[config.mk]
export PLATFORM = sky130hd
export DESIGN_NAME = regfile_multiport
export DESIGN_NICKNAME = d
export VERILOG_FILES = /design/src/rtl/regfile_multiport.sv
export SDC_FILE = /design/constraint.sdc
export NUM_CORES = 2
export LEC_CHECK = 0
export ABC_AREA = 0
export BUFFER_PORTS_ARGS = -buffer_cell sky130_fd_sc_hd__buf_2
export CORE_ASPECT_RATIO = 1.75
export CORE_UTILIZATION = 45
export DETAILED_ROUTE_END_ITERATION = 6
export REMOVE_ABC_BUFFERS = 1
export SETUP_SLACK_MARGIN = 0.02
export SYNTH_ARGS = -nofsm -noshare
export SYNTH_HDL_FRONTEND = slang
export SYNTH_SLANG_ARGS = --single-unit
[constraint.sdc]
create_clock -name clk -period 4.24 [get_ports clk]
set_clock_uncertainty 0.05 [all_clocks]
set_input_delay 0.212 -clock clk [delete_from_list [all_inputs] [get_ports clk]]
set_output_delay 0.212 -clock clk [all_outputs]
set_load 0.03 [all_outputs]
[src/rtl/regfile_multiport.sv]
// Multiport register file: 2 combinational reads, 2 clocked writes, clear-on-reset sequencer, streamed image load.
// Optional same-cycle write-to-read forwarding in RUN when REGFILE_BYPASS_EN is defined.
module regfile_multiport #(
    parameter int DATA_W   = 32,
    parameter int DEPTH    = 32,
    parameter int ZERO_REG = 1
) (
    input  logic                       clk,
    input  logic                       rst,
    input  logic [$clog2(DEPTH)-1:0]   rd_addr0,
    output logic [DATA_W-1:0]          rd_data0,
    input  logic [$clog2(DEPTH)-1:0]   rd_addr1,
    output logic [DATA_W-1:0]          rd_data1,
    input  logic                       we0,
    input  logic [$clog2(DEPTH)-1:0]   wr_addr0,
    input  logic [DATA_W-1:0]          wr_data0,
    input  logic                       we1,
    input  logic [$clog2(DEPTH)-1:0]   wr_addr1,
    input  logic [DATA_W-1:0]          wr_data1,
    input  logic                       load_start,
    input  logic                       load_valid,
    input  logic [DATA_W-1:0]          load_data,
    output logic                       ready,
    output logic                       load_done
);

    // state | meaning
    // INIT  | clearing mem[idx] one entry per cycle after reset
    // RUN   | normal operation, both write ports active
    // LOAD  | streaming image words into mem[idx] on load_valid

    localparam int ADDR_W = $clog2(DEPTH);
    localparam logic [ADDR_W-1:0] IDX_LAST = ADDR_W'(DEPTH - 1);

    typedef enum logic [1:0] {
        ST_INIT,
        ST_RUN,
        ST_LOAD
    } state_t;

    state_t              state, state_nxt;
    logic [ADDR_W-1:0]   idx, idx_nxt;
    logic                load_done_nxt;

    logic [DATA_W-1:0]   mem [DEPTH];

    logic                seq_we;
    logic [DATA_W-1:0]   seq_data;
    logic                run_we0, run_we1;
    logic                seq_en, wr_en0, wr_en1;

    function automatic logic is_zero(input logic [ADDR_W-1:0] a);
        return (ZERO_REG != 0) && (a == '0);
    endfunction

    always_ff @(posedge clk) begin
        if (rst) begin
            state     <= ST_INIT;
            idx       <= '0;
            load_done <= 1'b0;
        end else begin
            state     <= state_nxt;
            idx       <= idx_nxt;
            load_done <= load_done_nxt;
        end
    end

    always_comb begin
        state_nxt     = state;
        idx_nxt       = idx;
        load_done_nxt = 1'b0;
        seq_we        = 1'b0;
        seq_data      = '0;
        run_we0       = 1'b0;
        run_we1       = 1'b0;
        case (state)
            ST_INIT: begin
                seq_we  = 1'b1;
                idx_nxt = idx + 1'b1;
                if (idx == IDX_LAST) begin
                    state_nxt = ST_RUN;
                end
            end
            ST_RUN: begin
                run_we0 = we0;
                run_we1 = we1;
                if (load_start) begin
                    state_nxt = ST_LOAD;
                    idx_nxt   = '0;
                end
            end
            ST_LOAD: begin
                if (load_valid) begin
                    seq_we   = 1'b1;
                    seq_data = load_data;
                    idx_nxt  = idx + 1'b1;
                    if (idx == IDX_LAST) begin
                        state_nxt     = ST_RUN;
                        load_done_nxt = 1'b1;
                    end
                end
            end
            default: begin
                state_nxt = ST_INIT;
                idx_nxt   = '0;
            end
        endcase
    end

    assign ready = (state == ST_RUN);

    // Hard-wired zero entry drops writes from every source, including the
    // INIT clear and the word consumed at idx 0 during LOAD.
    assign seq_en = seq_we  && !is_zero(idx);
    assign wr_en0 = run_we0 && !is_zero(wr_addr0);
    assign wr_en1 = run_we1 && !is_zero(wr_addr1);

    // Port 1 is assigned last so it wins an address collision with port 0.
    always_ff @(posedge clk) begin
        if (!rst) begin
            if (seq_en) begin
                mem[idx] <= seq_data;
            end
            if (wr_en0) begin
                mem[wr_addr0] <= wr_data0;
            end
            if (wr_en1) begin
                mem[wr_addr1] <= wr_data1;
            end
        end
    end

    always_comb begin
        rd_data0 = mem[rd_addr0];
`ifdef REGFILE_BYPASS_EN
        if (wr_en0 && (wr_addr0 == rd_addr0)) begin
            rd_data0 = wr_data0;
        end
        if (wr_en1 && (wr_addr1 == rd_addr0)) begin
            rd_data0 = wr_data1;
        end
`endif
        if (is_zero(rd_addr0)) begin
            rd_data0 = '0;
        end
    end

    always_comb begin
        rd_data1 = mem[rd_addr1];
`ifdef REGFILE_BYPASS_EN
        if (wr_en0 && (wr_addr0 == rd_addr1)) begin
            rd_data1 = wr_data0;
        end
        if (wr_en1 && (wr_addr1 == rd_addr1)) begin
            rd_data1 = wr_data1;
        end
`endif
        if (is_zero(rd_addr1)) begin
            rd_data1 = '0;
        end
    end

endmodule

Yosys cells after proc, flatten, opt, wreduce, memory -nomap -nowiden
Memories as Yosys holds them, arrays and structs flattened.
Cells that the tools add are included.
{ "op_classes": {"add_sub_neg": 1, "eq_ne": 5, "mux": 28, "bitwise": 2, "n_reduce_logical": 15} }
{ "op_table": {"columns": ["cell", "n"], "rows": [
  ["$mux 32", 5],
  ["$reduce_or 32->1", 1],
  ["$logic_not 5->1", 5],
  ["$mux 5", 3],
  ["$pmux 5 s3", 1],
  ["$mux 1", 14],
  ["$mux 2", 3],
  ["$pmux 2 s3", 1],
  ["$add 5x1->5 const B", 1],
  ["$eq 5x5->1 const B", 1],
  ["$ne 2x2->1 const B", 2],
  ["$logic_and 1x1->1", 3],
  ["$logic_not 1->1", 3],
  ["$reduce_or 3->1", 1],
  ["$eq 2x1->1 const B", 1],
  ["$eq 2x2->1 const B", 1],
  ["$logic_not 2->1", 1],
  ["$not 1->1", 2],
  ["$pmux 1 s2", 1],
  ["$reduce_and 2->1", 1]
]} }
{ "totals": {"register_bits": 8, "ramBits": 1024, "inputBits": 122, "output_inout_bits": 66, "word_cells": 55, "memories": 1} }
{ "mem_list": {"columns": ["name", "words", "word_bits", "read_ports", "rd_ports_with_merged_regs", "write_ports", "line", "text"], "rows": [
  ["mem", 32, 32, 2, 0, 2, "45", "logic [DATA_W-1:0] mem [DEPTH];"]
]} }

Depth between registers and ports, before layout
{ "logic_depth": {"word_depth": 8, "mapped_depth": 8, "mapped_depth_nobuf": 7} }

Worst setup path before layout
OpenSTA, ideal clock, no wires.
{ "synth_path": {"path_kind": "reg2reg", "start": "register idx[0]", "end": "memory mem[20][0] (enable)", "setup_ps": 470, "arrival_ps": 3804, "slack_ps": -84, "stages_incl_launch_ff": 7, "n_path_buf": 0, "synth_period_minus_slack_ps": 4324, "cell_sequence": "dfxtp_1 -> inv_1 -> ha_1 -> nor4b_1 -> nor4_1 -> nor2_1 -> o31ai_1"} }
{ "synth_rtl": {"columns": ["element", "line", "text"], "rows": [
  ["start, declared", "42", "logic [ADDR_W-1:0] idx, idx_nxt;"],
  ["start signal, assigned", "63", "idx <= idx_nxt;"],
  ["end, declared", "45", null]
]} }

Final worst setup path
{ "layout_path": {"start": "input port rd_addr1[2]", "end": "output port rd_data1[10]"} }
{ "layout_between": {"elab_chain_len": 2, "word_cells_on_any_way": 3, "classes_between": "mux: 1; reduce/logical: 1; memory: 1"} }
{ "layout_lines": {"columns": ["element", "line", "text"], "rows": [
  ["start, declared", "12", "input logic [$clog2(DEPTH)-1:0] rd_addr1,"],
  ["$mem_v2 32x32 or $logic_not 5->1 (tied branches)", null, null],
  ["$mux 32 *", "158", "if (is_zero(rd_addr1)) begin"],
  ["end, declared", "13", "output logic [DATA_W-1:0] rd_data1,"]
]} }
Every way passes the cells marked *; elsewhere a longest branch is shown, timed or not.

==> key figures <==
Drt
  • DR vias: 45600
  • Routed Antenna Nets: 0
  • Total wire length: 225000 µm
  • First-pass iteration count of the detailed router: 6
  • Wire per inst: 33.7 µm
  • Vias/cell: 6.85
  • Initial DRC count: 6830
  • Drt drc: 0

Floorplan
  • Die footprint: 134000 µm²
  • Die H: 483 µm
  • Starting density of the core: 45.3%
  • Row Count: 176
  • Die width: 277 µm
  • Core region area: 131000 µm²
  • Ports: 188

Global routing
  • Largest net degree at the start of global routing: 80
  • Vias in the first global route: 44000
  • Global route overflow: 0
  • Initial antenna violation count: 9
  • First-pass GRT wire length: 316000 µm
  • Gr usage total: 33.1%

Cells and area
  • Area Overhead vs Synth: 9.75%
  • Final net count: 5011
  • Share of cells above drive strength 1: 23.1%
  • Non-Filler Instances: 6662
  • FILL cells: 11400
  • Final Core Density: 49.8%

Clock tree
  • CTS buffer count: 98
  • CTS tree: done
  • # hold bufs at CTS: 20
  • Maximum clock path buffer count: 3
  • Post-CTS Setup Inserts: 0
  • H-tree levels: 3
  • Root Buffer: clkbuf_16
  • Clock-pin slew on the worst setup and hold paths: 0.06 ns
  • Worst-Skew Late Latency: 0.73 ns
  • Clock Sinks: 1032
  • Post-CTS sizing: 0

Setup path
  • Crit Path Max Fanout: 50
  • Instance count on the critical path: 7
  • Slowest stage delay, CP: 0.78 ns
  • Worst r2r path cells: 7
  • Critical path capture point type: output port
  • Bufs and invs on worst path: 3
  • Kind of critical path: in2out
  • Critical Path Slowest Stage Cell: a311oi_1
  • Worst path top cell family by delay: buffers and inverters
  • FF-to-FF setup slack: 0.84 ns
  • WP data required: 3.98 ns
  • Worst-path cell chain: buf_8 > buf_4 > mux4_2 > mux2_2 > o21ai_0 > a311oi_1 > buf_2
  • Crit start category: input port
  • Crit path arrival time: 3.21 ns

STA
  • Worst Hold Slack: 0.0267 ns
  • Final period utilization: 82.0%
  • RSZ-0062 raised after global routing: false
  • Setup violators final: 0
  • Worst Max-Slew Pin Slew: 1.20 ns
  • Max Fclk: 288 MHz
  • Worst rel slew slack: 20.0%
  • Final hold violation count: 0
  • Fin crit period: 3.48 ns
  • Final-report max-slew violation count: 0

Logic synthesis
  • Post-synth top area cell: edfxtp_1
  • Number of flops mapped to enable cells by yosys: 1024
  • Synth top area cells: edfxtp_1, mux4_2, a21oi_1, nor2_1, buf_2
  • Avg Synthesized Cell Area: 11.9 µm²
  • FF+latch count, synth: 1032
  • Mapped Cells: 4998
  • Most common cell in the netlist: edfxtp_1
  • Ys flop type: edfxtp_1
  • Post-synth cell types: 55
  • Yosys warns: 0
  • Ys async rst share: 0%
  • Sequential area share after synthesis: 51.9%
  • Post-synth top area share: 51.6%
  • Commonest cells post-synth: edfxtp_1, nor2_1, a21oi_1, mux4_2, buf_2
  • Mapped cell area: 59600 µm²

Place
  • Placed insts: 6457
  • IO Port Bufs: 187
  • Post-DP HPWL: 135000 µm
  • Final Wtd Congestion: 0.901

Power and ir drop
  • PD cells: 338 nW/µm²
  • Power, Total: 22.1 mW
  • Pleak: 24.7 nW
  • Max VDD drop: 0.000282 V

Worst hold path
  • Worst hold stages: 4
  • Hold Path Class: in2reg

Flow run
  • Maxcap violations: 0

Run status
  • Outcome: completed
## through the flow
stage | area, µm² | worst slack (ns) | setup TNS, ns
CTS | 65400 | 0.921 | 0
floorplan | 56500 | -1.18 | -697.38
finish | 65400 | 0.764 | 0
global placement | 62100 | 0.969 | 0
global route | 65400 | 0.723 | 0
detailed placement | 62100 | 0.954 | 0
## power breakdown
part           internal, mW  switching, mW  leakage (nW)
clock network          4.80           4.12          1.50
logic                 0.702           1.37          12.4
registers              11.1         0.0266          10.8
total                  16.6           5.52          24.7
## layout by cell type, fill, tap and decap left out, types with 65 or more instances in the layout
master / netlist / layout
a211oi_1: 66 / 66
a21oi_1: 1000 / 1000
buf_2: 331 / 181
buf_4: 60 / 185
clkbuf_16: 0 / 98
edfxtp_1: 1024 / 1024
mux2_2: 65 / 65
mux2i_1: 128 / 128
mux4_2: 448 / 448
nor2_1: 1012 / 1008
nor2b_1: 75 / 71
o21ai_0: 115 / 92
## final timing paths
check                       to          from
setup reg to reg   mem[10][14]        idx[0]
hold / removal      mem[0][26]  wr_data0[26]
hold reg to reg         idx[1]        idx[1]
setup / recovery  rd_data1[10]   rd_addr1[2]
## worst register-to-register path: cells and delay by family, from the launching register on
kind,cells,cell delay [ns]
simple gates,2,0.69
buf+inv,2,0.49
compound gates,2,1.20
fa+ha+maj,1,0.20
flops,1,0.45
## cells by family after synthesis
kind of cell / Yosys count / synth area share [%]
mux: 641 / 20.3
buf+inv: 674 / 5.47
compound gates: 1452 / 14.0
fa+ha+maj: 3 / 0.0630
xor+xnor: 2 / 0.0294
flops: 1032 / 51.9
simple gates: 1194 / 8.25
## layout make-up
type                    count  area [µm²]  share of cell area, %
multi-input cells        3292       25900                   39.6
clock inverters            60         567                  0.867
diodes                      9        22.5                 0.0344
flip-flops and latches   1032       30900                   47.3
inverters                  38         148                  0.226
repair buffers            424        3220                   4.92
clock buffers             116        2520                   3.85
well taps                1691        2120                   3.23
## routing by layer
layer  global-route usage [%]  part of all wire, %  routed length (µm)
met2                     53.9                   48              107000
met3                     6.45                   12               25900
met5                        0                0.012                  26
met1                     40.2                   34               75300
met4                     21.1                  7.2               16100
## state kept, by name, summed over array words and instances, names as in the netlist
register / cells
mem: 1024
idx: 5
state: 2
load_done: 1
No activity file was read; power rests on OpenSTA's default activity.
